$ cat config.mk
export PLATFORM = sky130hd
export DESIGN_NAME = knn_vote_selector
export DESIGN_NICKNAME = d
export VERILOG_FILES = /design/src/rtl/knn_pkg.sv /design/src/rtl/knn_sorted_list.sv /design/src/rtl/knn_vote_selector.sv
export SDC_FILE = /design/constraint.sdc
export NUM_CORES = 1
export LEC_CHECK = 0
export CORE_UTILIZATION = 41
export DETAILED_ROUTE_END_ITERATION = 6
export PLACE_DENSITY = 0.64
export SLEW_MARGIN = 10
export SYNTH_ARGS = -nofsm -noshare
export SYNTH_HDL_FRONTEND = slang
export SYNTH_HIERARCHICAL = 1
export SYNTH_SLANG_ARGS = --single-unit
$ cat constraint.sdc
create_clock -name clk -period 10 [get_ports clk]
set_clock_uncertainty 0.1 [all_clocks]
set_input_delay 1.5 -clock clk [delete_from_list [all_inputs] [get_ports clk]]
set_output_delay 1.5 -clock clk [all_outputs]
set_load 0.1 [all_outputs]
$ cat src/rtl/knn_pkg.sv
// rtl/knn_pkg.sv - shared types for the KNN vote selector
// Holds the FSM state enum, the sorted-list entry layout and the vote-count width helper.
package knn_pkg;

  // Entry fields are sized by KNN_W; the selector's W parameter must equal it.
  localparam int KNN_W = 16;

  typedef enum logic [1:0] {
    COLLECT = 2'd0,
    VOTE    = 2'd1,
    DONE    = 2'd2
  } knn_state_e;

  typedef struct packed {
    logic             valid;
    logic [KNN_W-1:0] distance;
    logic [KNN_W-1:0] dtype;
  } knn_entry_t;

  function automatic int knn_cnt_w(input int k);
    return $clog2(k + 1);
  endfunction

endpackage

$ cat src/rtl/knn_sorted_list.sv
// rtl/knn_sorted_list.sv - K-entry ascending insertion list with single-cycle insert
// KNN_SEL_DIST_OUT_EN adds o_head_dist (slot 0 distance, 0 when empty).
module knn_sorted_list
  import knn_pkg::*;
#(
  parameter int K  = 3,
  parameter int W  = KNN_W,
  parameter int SW = 2
) (
  input  logic          clk,
  input  logic          rst,
  input  logic          i_ins,
  input  logic          i_clr,
  input  logic [W-1:0]  i_distance,
  input  logic [W-1:0]  i_type,
  input  logic [SW-1:0] i_sel,
`ifdef KNN_SEL_DIST_OUT_EN
  output logic [W-1:0]  o_head_dist,
`endif
  output logic [W-1:0]  o_sel_type,
  output logic          o_sel_valid
);

  knn_entry_t r_list [K];
  knn_entry_t w_next [K];
  knn_entry_t w_new;
  logic [K-1:0] w_gt;

  assign w_new = '{valid: 1'b1, distance: KNN_W'(i_distance), dtype: KNN_W'(i_type)};

  // Strict compare keeps equal distances ahead of the newcomer; w_gt is 0..0 1..1 along the list.
  for (genvar g = 0; g < K; g++) begin : g_slot
    assign w_gt[g] = !r_list[g].valid || (r_list[g].distance > w_new.distance);
    if (g == 0) begin : g_head
      assign w_next[g] = w_gt[g] ? w_new : r_list[g];
    end else begin : g_tail
      assign w_next[g] = !w_gt[g]     ? r_list[g]   :
                         w_gt[g-1]    ? r_list[g-1] : w_new;
    end
  end

  always_ff @(posedge clk or posedge rst) begin
    if (rst) begin
      r_list <= '{default: '0};
    end else if (i_clr) begin
      r_list <= '{default: '0};
    end else if (i_ins) begin
      r_list <= w_next;
    end
  end

  assign o_sel_valid = r_list[i_sel].valid;
  assign o_sel_type  = W'(r_list[i_sel].dtype);

`ifdef KNN_SEL_DIST_OUT_EN
  assign o_head_dist = r_list[0].valid ? W'(r_list[0].distance) : '0;
`endif

endmodule

$ cat src/rtl/knn_vote_selector.sv
// rtl/knn_vote_selector.sv - keeps the K nearest pairs of a query and majority-votes their class
// KNN_SEL_DIST_OUT_EN adds out_distance carrying the nearest kept distance.
module knn_vote_selector
  import knn_pkg::*;
#(
  parameter int K = 3,
  parameter int L = 4,
  parameter int W = KNN_W
) (
  input  logic                   clk,
  input  logic                   rst,
  input  logic                   in_valid,
  output logic                   in_ready,
  input  logic [W-1:0]           in_distance,
  input  logic [W-1:0]           in_type,
  input  logic                   in_last,
  output logic                   out_valid,
  input  logic                   out_ready,
  output logic [W-1:0]           out_type,
`ifdef KNN_SEL_DIST_OUT_EN
  output logic [W-1:0]           out_distance,
`endif
  output logic [$clog2(K+1)-1:0] out_count
);

  localparam int CW = knn_cnt_w(K);
  localparam int SW = (K > 1) ? $clog2(K) : 1;

  knn_state_e    r_state, w_state_n;
  logic [SW-1:0] r_scan;
  logic [CW-1:0] r_cnt [L];
  logic [CW-1:0] w_cnt_n [L];
  logic [W-1:0]  r_best_type, w_best_type_n;
  logic [CW-1:0] r_best_cnt, w_best_cnt_n;
  logic          w_accept, w_clr, w_last_scan;
  logic          w_sel_valid;
  logic [W-1:0]  w_sel_type;
`ifdef KNN_SEL_DIST_OUT_EN
  logic [W-1:0]  w_head_dist;
  logic [W-1:0]  r_out_dist;
`endif

  knn_sorted_list #(.K(K), .W(W), .SW(SW)) u_list (
    .clk        (clk),
    .rst        (rst),
    .i_ins      (w_accept),
    .i_clr      (w_clr),
    .i_distance (in_distance),
    .i_type     (in_type),
    .i_sel      (r_scan),
`ifdef KNN_SEL_DIST_OUT_EN
    .o_head_dist(w_head_dist),
`endif
    .o_sel_type (w_sel_type),
    .o_sel_valid(w_sel_valid)
  );

  assign w_accept    = in_valid && in_ready;
  assign w_clr       = (r_state == DONE) && out_ready;
  assign w_last_scan = (r_scan == SW'(K - 1));

  always_comb begin
    w_state_n = r_state;
    in_ready  = 1'b0;
    out_valid = 1'b0;
    case (r_state)
      COLLECT: begin
        in_ready = !rst;
        if (w_accept && in_last) w_state_n = VOTE;
      end
      VOTE: begin
        if (w_last_scan) w_state_n = DONE;
      end
      DONE: begin
        out_valid = 1'b1;
        if (out_ready) w_state_n = COLLECT;
      end
      default: w_state_n = COLLECT;
    endcase
  end

  // Out-of-range types match no class and so are skipped; strict '>' gives ties to the earliest leader.
  always_comb begin
    w_cnt_n       = r_cnt;
    w_best_type_n = r_best_type;
    w_best_cnt_n  = r_best_cnt;
    for (int c = 0; c < L; c++) begin
      if (w_sel_valid && (w_sel_type == W'(c))) begin
        w_cnt_n[c] = r_cnt[c] + CW'(1);
        if (w_cnt_n[c] > r_best_cnt) begin
          w_best_cnt_n  = w_cnt_n[c];
          w_best_type_n = W'(c);
        end
      end
    end
  end

  always_ff @(posedge clk or posedge rst) begin
    if (rst) begin
      r_state     <= COLLECT;
      r_scan      <= '0;
      r_cnt       <= '{default: '0};
      r_best_type <= '0;
      r_best_cnt  <= '0;
`ifdef KNN_SEL_DIST_OUT_EN
      r_out_dist  <= '0;
`endif
    end else begin
      r_state <= w_state_n;
      if (r_state == VOTE) begin
        r_cnt       <= w_cnt_n;
        r_best_type <= w_best_type_n;
        r_best_cnt  <= w_best_cnt_n;
        r_scan      <= w_last_scan ? '0 : r_scan + SW'(1);
`ifdef KNN_SEL_DIST_OUT_EN
        if (w_last_scan) r_out_dist <= w_head_dist;
`endif
      end else if (w_clr) begin
        r_scan      <= '0;
        r_cnt       <= '{default: '0};
        r_best_type <= '0;
        r_best_cnt  <= '0;
`ifdef KNN_SEL_DIST_OUT_EN
        r_out_dist  <= '0;
`endif
      end
    end
  end

  assign out_type  = r_best_type;
  assign out_count = r_best_cnt;
`ifdef KNN_SEL_DIST_OUT_EN
  assign out_distance = r_out_dist;
`endif

endmodule

== Yosys cells after proc, flatten, opt, wreduce, memory -nomap -nowiden ==
Index checks and enable logic that the tools add are counted.
W data, S select, Z words.

* Bits in registers: 129
* Bits in latches: 0
* RAM bits: 0
* ROM bits: 0
* Output and inout port bits: 20
* Memories kept: 0

* Add/subtract/negate cells: 5
* Multipliers: 0
* Divide/modulo/power cells: 0
* $lt $le $gt $ge: 8
* Equal/unequal tests: 13
* Shift-type cells: 0
* Muxes and demuxes: 44
* Bitwise operators: 1
* Reduce and logical (&&, ||, !) cells: 29

{| class="wikitable"
|+ Operators with widths
! operator !! count
|-
| $mux W33 || 7
|-
| $mux W99 || 2
|-
| $mux W16 || 10
|-
| $bmux W33 S2 || 1
|-
| $gt A16 B16 Y1 || 3
|-
| $mux W2 || 19
|-
| $eq A16 B2 Y1 const B || 2
|-
| $eq A16 B1 Y1 const B || 1
|-
| $logic_not A16 Y1 || 1
|-
| $mux W8 || 2
|-
| $ne A2 B2 Y1 const B || 7
|-
| $reduce_and A2 Y1 || 7
|-
| $add A2 B1 Y2 const B || 5
|-
| $reduce_bool A2 Y1 || 5
|-
| $gt A2 B2 Y1 || 4
|-
| $logic_and A1 B1 Y1 || 7
|-
| $pmux W2 S3 || 1
|-
| $eq A2 B2 Y1 const B || 2
|-
| $logic_not A1 Y1 || 4
|-
| $ge A3 B3 Y1 const B || 1
|-
| $logic_or A1 B1 Y1 || 3
|-
| $not A2 Y3 || 1
|-
| $reduce_and A3 Y1 || 1
|-
| $eq A2 B1 Y1 const B || 1
|-
| 2 further kinds || 3
|}

== Depth between registers and ports, before layout ==
Gate-level depths: netlist of run 1.

* Depth after elaboration: 14
* Depth in mapped cells: 13
* Mapped depth without buffers: 9

== By module ==
Netlist of run 1, hierarchy kept.

{| class="wikitable"
|+ Modules (own cells, without submodules)
! module !! times used !! cells an instance !! area each (um^2) !! sequential area each (um^2)
|-
| knn_sorted_list || 1 || 560 || 5,883.1 || 2,477.4
|-
| knn_vote_selector || 1 || 175 || 1,744.2 || 750.7
|}

== Worst setup path after synthesis of run 1 ==
No wires, ideal clock.

* Path type: in2out
* Start: input rst
* End: output in_ready
* Data arrival time: 3,558 ps
* Slack: 4,842 ps
* Stages: 1
* Path through: nor3_1

* Word-level cells in the longest chain between the ends: 2

{| class="wikitable"
|+ RTL lines
! element !! line !! text
|-
| start: declaration || knn_vote_selector.sv:11 || <nowiki>input logic rst,</nowiki>
|-
| $logic_not A1 Y1 (no line) || n/a ||
|-
| $mux W1 || knn_vote_selector.sv:66 || <nowiki>case (r_state)</nowiki>
|-
| end: declaration || knn_vote_selector.sv:13 || <nowiki>output logic in_ready,</nowiki>
|}

Every way passes these cells.

== Worst setup path in the final report of run 1 ==
Ends and elaborated chain as after synthesis.

==> metrics.csv, run 1 <==
metric,value,unit
Most used DFF post-synth,dfrtp_1,
status,finished with violations,
hpwl dp,12300,um
CTS tree,built,
Final #Nets,876,
syn avg cell area,10.4,sq um
H-tree Lvls,4,
Final Cell Area,9110,sq um
Mapped Nets,829,
first-pass GRT wire length,31300,um
CP Class,input port to output port,
CP bufs+invs,2,
post-synthesis async set-or-reset flop share,100,%
Placed Area,8370,sq um
FF-to-FF path depth,9,
TritonCTS Sinks,129,
Netlist Area Pre-Place,7630,sq um
# DRC,10,
Top Family by Delay on Critical Path,buffers and inverters,
Post-synth EDFFs,0,
CP arrival,3.49,ns
Clock Latency Late Sink,0.43,ns
failing checks,design-rule violations,
share of the synthesized area in the top cell type,42.3,%
slowest library cell on the worst path,clkdlybuf4s50_1,
sequential area share after synthesis,42.3,%
Slew HR,30.2,%
part of the cycle the worst path needs,50.9,%
core region area,18100,sq um
final hold violations,0,
Yosys cell types,64,
Vias,5857,
router iterations before antenna repair,7,
largest net degree at the start of global routing,82,
crit-path max cell delay,1.19,ns
n_diodes,0,
Crit. End Element,output port,
VDD IR-drop max,0.188,mV
RSZ-0062 raised after global routing,false,
hold path start,r_cnt[7],
CTS Hold Bufs,0,
initial antenna violation count,0,
"Remaining Overflow, GRT",0,
pwr dens,322,nW/um^2
Final Max Slew Viols,0,
die area,19200,sq um
Die Span Y,138,um
cell mode on critical path,clkdlybuf4s50_1,
IO Port Bufs,56,
Final Critical Period,5.09,ns
Max Fclk,0.196,GHz
RR Startpoint,u_list/r_list[30],
Routability Congestion,0.850,
initial drt markers,297,
Lkg Pwr,4.11,nW
number of global-route vias before repair,6214,
post-CTS setup buffer count,0,
"CTS clk-pin slew, worst paths",0.06,ns
Sum Neg Setup Slack,0,ns
IO Pins,57,
cells along the critical path,clkdlybuf4s50_1 > nor3_1 > clkdlybuf4s50_1,
layout cell share with drive strength beyond 1,10.7,%
die width,138,um
starting density of the core,42.2,%
vias per inst,5.72,
leading area contributor after synthesis,dfrtp_1,
clk root buf,clkbuf_16,
Startpoint Class,input port,
DRT Wirelength,18800,um
ANT nets after route,0,
Max Cap Viol,0,
Tightest Pin Transition,1.05,ns
"Max FO, Critical Path",3,
Total GRT Usage,20.7,%
"Req. time, crit path",8.40,ns
"flops & latches, synth",129,
WHS Path Cells,1,
CTS buffer count,17,
row cnt,49,
yosys warns,6,
Max Buffers Root-to-Sink,2,
final setup fails,0,
Synth area leaders,"dfrtp_1 (42%), mux2i_1 (11%), ha_1 (9.4%), a22o_1 (3.8%), a211oi_2 (3.4%)",
Gate Count Post-Synth,735,
worst setup path startpoint,rst,
drt wl/cell,18.4,um
Tightest Hold Check Type,flop to flop,
Layout area overhead,19.5,%
WP depth,3,
post-CTS sizing,0,
==> cells by family after synthesis <==
family	after synthesis	synth area share (%)
AOI/OAI and AO/OA	205	20.1
and+or+nand+nor	187	12.4
xor gates and xnor gates	3	0.345
buffers and inverters	69	4.27
DFF	129	42.3
adders and majority gates	57	9.35
muxes	85	11.3
==> sequential cells by signal, summed over array words and instances, names as in the netlist <==
signal	flops
r_cnt	8
r_state	2
u_list/r_list	99
out_type	16
out_count	2
r_scan	2
==> per-stage QoR <==
stage / util, % / worst slack [ns] / hold slack [ns] / cells / power [mW]
after floorplan: - / 4.84 / 0.360 / 735 / 1.84
after global placement: 46.3 / 4.93 / 0.379 / 992 / 2.09
after detailed placement: 46.3 / 4.83 / 0.383 / 992 / 2.15
after CTS: 50.4 / 4.94 / 0.391 / 1024 / 2.95
after global routing: 50.4 / 4.84 / 0.406 / 1024 / 3.13
final: 50.4 / 4.91 / 0.391 / 1024 / 2.94
==> cell usage after synthesis, types with 6 or more instances <==
master	n
buf_4	7
a21oi_1	29
buf_2	14
a21o_1	6
inv_1	30
mux2i_1	82
nor2_1	39
dfrtp_1	129
ha_1	57
nand2_1	65
nand3_1	11
o21ai_0	30
o211ai_1	8
clkbuf_1	14
o21ai_1	34
a211oi_2	21
nand4_1	12
nor2b_1	25
a22o_1	33
a211oi_1	12
==> worst reg2reg max path, stage by stage, from the launching register on <==
cell and delay (ns):
dfrtp_1 0.40, ha_1 0.32, nand4_1 0.20, nor3_2 0.32, a21boi_1 0.19, nor4_1 0.09
a311oi_4 0.67, buf_4 0.64, nor2_1 0.13, a211oi_1 0.27
==> final timing paths <==
check	slack, ns	end
max reg2reg	6.57	u_list/r_list[3]
max	4.91	in_ready
min reg2reg	0.39	r_cnt[7]
min in group asynchronous	1.37	u_list/r_list[33]
min	0.39	r_cnt[7]
max in group asynchronous	7.12	u_list/r_list[25]
==> cells in the final DEF, fill, tap and decap left out, types with 12 or more instances in the layout <==
cell type / instances
a211oi_1: 12
a211oi_2: 21
a21oi_1: 29
a22o_1: 33
clkbuf_16: 17
clkdlybuf4s50_1: 56
dfrtp_1: 129
ha_1: 57
inv_1: 27
mux2i_1: 82
nand2_1: 65
nand4_1: 12
nor2_1: 39
nor2b_1: 25
o21ai_0: 30
o21ai_1: 34
==> area by class of cell <==
cell class / count / area, sq um
Fill cell: 1594 / 8970
Clock buffer: 18 / 439
Clock inverter: 14 / 307
Timing Repair Buffer: 67 / 643
Inverter: 30 / 115
Tap cell: 229 / 287
Multi-Input combinational cell: 537 / 4090
Sequential cell: 129 / 3230
==> power by group <==
group	internal [mW]	leakage (nW)	switching [mW]
combinational	0.531	2.13	0.729
sequential	0.721	1.64	0.170
clock	0.549	0.353	0.238
total	1.80	4.11	1.14
==> metal layers <==
layer	routed length (um)	global-route usage [%]
met1	8930	26.6
met2	8900	34.2
met3	718	3.98
met4	299	8.40
met5	0	0
No activity file was read; power rests on OpenSTA's default activity.
==> run 2: changes to the inputs <==
==> constraint.sdc (replaced) <==
create_clock -name clk -period 5.2 [get_ports clk]
set_clock_uncertainty 0.1 [all_clocks]
set_input_delay 0.78 -clock clk [delete_from_list [all_inputs] [get_ports clk]]
set_output_delay 0.78 -clock clk [all_outputs]
set_load 0.1 [all_outputs]
==> metrics.csv, run 2 (synthesis results as in run 1) <==
metric,value,unit
pwr dens,590,nW/um^2
vias per inst,5.69,
flip-flop count of the largest register after layout,99,
row cnt,49,
router iterations before antenna repair,7,
Tightest Hold Check Type,flop to flop,
R2R setup slack,1.77,ns
failing checks,design-rule violations,
part of the cycle the worst path needs,71.7,%
Lkg Pwr,4.08,nW
"Remaining Overflow, GRT",0,
status,finished with violations,
starting density of the core,42.2,%
n_diodes,0,
Max Buffers Root-to-Sink,2,
Vias,5864,
"most common cell after layout, fill and taps aside",dfrtp_1,
initial antenna violation count,0,
Slew HR,28.3,%
IO Port Bufs,56,
final hold violations,0,
Tot Pwr,5.31,mW
register area,3230,sq um
fillcell total,1617,
met2 wire length,9180,um
Tightest Pin Transition,1.07,ns
CTS tree,built,
number of global-route vias before repair,6072,
Layout area overhead,17.9,%
cell mode on critical path,a2111oi_2,
IO Pins,57,
ANT nets after route,0,
VDD IR-drop max,0.292,mV
Startpoint Class,input port,
Die Span Y,138,um
Routability Congestion,0.890,
CTS Hold Bufs,0,
largest net degree at the start of global routing,70,
Max Fclk,0.268,GHz
dpl ws,1.06,ns
Final #Nets,883,
CP arrival,3.90,ns
cells along the critical path,clkdlybuf4s50_1 > inv_1 > ha_1 > nand4_1 > a2111oi_2 > a2111oi_2 > o21ai_4 > buf_4 > mux2i_1 > a211oi_2,
TritonCTS Sinks,129,
clk root buf,clkbuf_16,
CP Class,input port to flop,
Sum Neg Setup Slack,0,ns
layout cell share with drive strength beyond 1,11.0,%
Total GRT Usage,20.9,%
multi-input combinational cell area,4090,sq um
"Max FO, Critical Path",15,
CTS buffer count,17,
core region area,18100,sq um
setup ws final,1.47,ns
final setup fails,0,
Biggest register,u_list/r_list,
"commonest cells after routing, fill and taps aside","dfrtp_1 (129), mux2i_1 (82), nand2_1 (65)",
first-pass GRT wire length,31800,um
# DRC,10,
post-CTS setup buffer count,0,
hpwl dp,12900,um
slowest library cell on the worst path,o21ai_4,
routed length on met1,9090,um
die width,138,um
"CTS clk-pin slew, worst paths",0.05,ns
initial drt markers,341,
drt wl/cell,18.6,um
"Req. time, crit path",5.37,ns
die area,19200,sq um
WL met3,722,um
H-tree Lvls,4,
Max Cap Viol,0,
Clock Latency Late Sink,0.42,ns
RSZ-0062 raised after global routing,false,
post-CTS sizing,0,
Final Max Slew Viols,0,
DRT Wirelength,19200,um
highest metal used,met4,
Crit. End Element,flop,
crit-path max cell delay,0.61,ns
Final Critical Period,3.73,ns
==> run 2: worst paths after layout <==
kind	start	endpoint	depth (start not counted)
worst max-delay path	in_distance[15]	u_list/r_list[16]	10
worst min-delay path	out_type[2]	out_type[2]	1
worst max register to register	r_scan[1]	out_type[6]	8
worst min register to register	out_type[2]	out_type[2]	1
max in group asynchronous	rst	u_list/r_list[13]	3
min in group asynchronous	rst	out_type[11]	2
==> run 2: through the flow <==
stage	utilization, %	cells	hold slack [ns]	cell area, sq um
CTS	49.7	1031	0.402	8990
floorplan	-	735	0.360	7630
global placement	46.7	999	0.375	8440
global route	49.7	1031	0.415	8990
detailed placement	46.7	999	0.390	8440
finish	49.7	1031	0.392	8990
==> run 2: final cells by class <==
class,instances,area share [%]
Clock buffer,22,5.16
Clock inverter,10,0.946
Inverter,30,1.28
Multi-Input combinational cell,537,45.5
Sequential cell,129,35.9
Tap cell,229,3.19
Timing Repair Buffer,74,8.02
==> run 2: power breakdown <==
group / internal (mW) / switching (mW) / leakage, nW
sequential: 1.39 / 0.324 / 1.64
combinational: 1.05 / 1.42 / 2.17
clock: 0.678 / 0.447 / 0.274
==> run 2: worst max-delay path, delay by kind of cell <==
kind                       cells  cell delay, ns
buffers and inverters          3            1.01
AOI/OAI and AO/OA              4            1.25
adders and majority gates      1            0.33
and+or+nand+nor                1            0.25
muxes                          1            0.27
==> run 2: metal layers <==
| layer | vias up | GRT usage (%) |
|---|---|---|
| met5 | - | 0 |
| met2 | 148 | 34.5 |
| met1 | 2880 | 28.0 |
| li1 | 2820 | - |
| met3 | 16 | 3.43 |
| met4 | 0 | 6.56 |
==> run 3: changes to the inputs <==
==> constraint.sdc (replaced) <==
create_clock -name clk -period 3.6 [get_ports clk]
set_clock_uncertainty 0.1 [all_clocks]
set_input_delay 0.54 -clock clk [delete_from_list [all_inputs] [get_ports clk]]
set_output_delay 0.54 -clock clk [all_outputs]
set_load 0.1 [all_outputs]
==> metrics.csv, run 3 (synthesis results as in run 1) <==
metric,value,unit
FF-to-FF path depth,9,
pwr dens,851,nW/um^2
Lkg Pwr,4.30,nW
router iterations before antenna repair,7,
Comb power frac,45.8,%
final cell count without fillers,1062,
VDD IR-drop max,0.419,mV
# DRC,16,
Slew HR,34.9,%
Tightest Pin Transition,0.974,ns
n_diodes,0,
WHS Path Cells,1,
die area,19200,sq um
initial drt markers,470,
WHS Endpoint,r_cnt[5],
Reg power frac,31.0,%
"most common cell after layout, fill and taps aside",dfrtp_1,
post-CTS sizing,0,
flip-flop count of the largest register after layout,99,
status,finished with violations,
hpwl dp,13300,um
"commonest cells after routing, fill and taps aside","dfrtp_1 (129), mux2i_1 (82), nand2_1 (65)",
CTS buffer count,17,
drt wl/cell,18.1,um
Fin Hold WS,0.400,ns
register area,3230,sq um
"CTS clk-pin slew, worst paths",0.06,ns
clock share of power,23.2,%
vias per inst,5.80,
Max Fclk,0.301,GHz
Tightest Hold Check Type,flop to flop,
H-tree Lvls,4,
part of the cycle the worst path needs,92.4,%
CTS Hold Bufs,0,
"Max FO, Critical Path",49,
IO Port Bufs,56,
largest net degree at the start of global routing,51,
Final Max Slew Viols,0,
Sw Share,39.7,%
Tot Pwr,7.97,mW
Routability Congestion,0.872,
Biggest register,u_list/r_list,
Die Span Y,138,um
final core occ,51.8,%
multi-input combinational cell area,4100,sq um
RR Startpoint,r_scan[1],
Int Pwr,4.81,mW
Vias,6162,
initial antenna violation count,0,
Crit. End Element,flop,
Max Buffers Root-to-Sink,2,
"Remaining Overflow, GRT",0,
CP arrival,3.55,ns
post-CTS setup buffer count,0,
clk root buf,clkbuf_16,
first-pass GRT wire length,32700,um
fillcell total,1592,
Reg-to-Reg End,r_cnt[5],
RSZ-0062 raised after global routing,false,
Final Critical Period,3.33,ns
final setup fails,0,
Sum Neg Setup Slack,0,ns
IO Pins,57,
R2R setup slack,0.60,ns
Max Cap Viol,0,
layout cell share with drive strength beyond 1,14.8,%
Total GRT Usage,21.3,%
TritonCTS Sinks,129,
starting density of the core,42.2,%
ANT nets after route,0,
number of global-route vias before repair,6394,
final hold violations,0,
switching power,3.16,mW
hold path start,r_cnt[5],
die width,138,um
CP Class,input port to flop,
DRT Wirelength,19300,um
Clock Latency Late Sink,0.43,ns
failing checks,design-rule violations,
Startpoint Class,input port,
CTS tree,built,
Final #Nets,914,
row cnt,49,
Layout area overhead,22.8,%
placed insts,1030,
"Req. time, crit path",3.82,ns
core region area,18100,sq um
==> run 3: worst max-delay path, stage by stage <==
cell and delay [ns]:
clkdlybuf4s50_1 0.52, inv_1 0.08, buf_4 0.14, buf_4 0.12, ha_1 0.28, nand4_1 0.21
nor3_2 0.34, a21boi_1 0.20, nor4_1 0.10, a311oi_4 0.36, buf_12 0.30, nor2_1 0.07
a211oi_1 0.26
==> run 3: power groups by stage <==
stage               logic (mW)  registers [mW]  clock network, mW
floorplan                 2.71            2.40                  0
global placement          3.51            2.45                  0
detailed placement        3.63            2.48                  0
CTS                       3.65            2.46               1.88
global route              4.02            2.54               1.95
finish                    3.65            2.47               1.85
==> run 3: per-stage QoR <==
step / worst slack [ns] / instance area, sq um
after floorplan: 0.370 / 7630
after global placement: 0.0260 / 8740
after detailed placement: -0.0987 / 8740
after CTS: 0.350 / 9370
after global routing: 0.0788 / 9370
final: 0.274 / 9370
==> run 3: final cells by class <==
class	count	share of cell area (%)
Sequential cell	129	34.5
Inverter	30	1.23
Clock inverter	10	1.67
Clock buffer	22	5.06
Timing Repair Buffer	105	10.8
Multi-Input combinational cell	537	43.7
Tap cell	229	3.06
==> run 3: how the worst max path moves through the flow <==
stage                                from  slack (ns)           endpoint  cells after the start
final                     in_distance[15]        0.27   u_list/r_list[5]                     13
after global routing      in_distance[15]        0.08   u_list/r_list[5]                     13
after CTS                 in_distance[15]        0.35   u_list/r_list[5]                     13
after detailed placement  in_distance[15]        -0.1   u_list/r_list[5]                     13
after global placement    in_distance[15]        0.03  u_list/r_list[32]                     13
after floorplan                       rst        0.37   u_list/r_list[0]                      1
==> run 3: per-layer routing <==
metal | vias to the layer above | track usage, % | wire length (um)
li1 | 2881 | - | -
met1 | 3053 | 28.0 | 8700
met2 | 196 | 34.7 | 9200
met3 | 32 | 4.68 | 1050
met4 | 0 | 7.51 | 308
met5 | - | 0 | 0
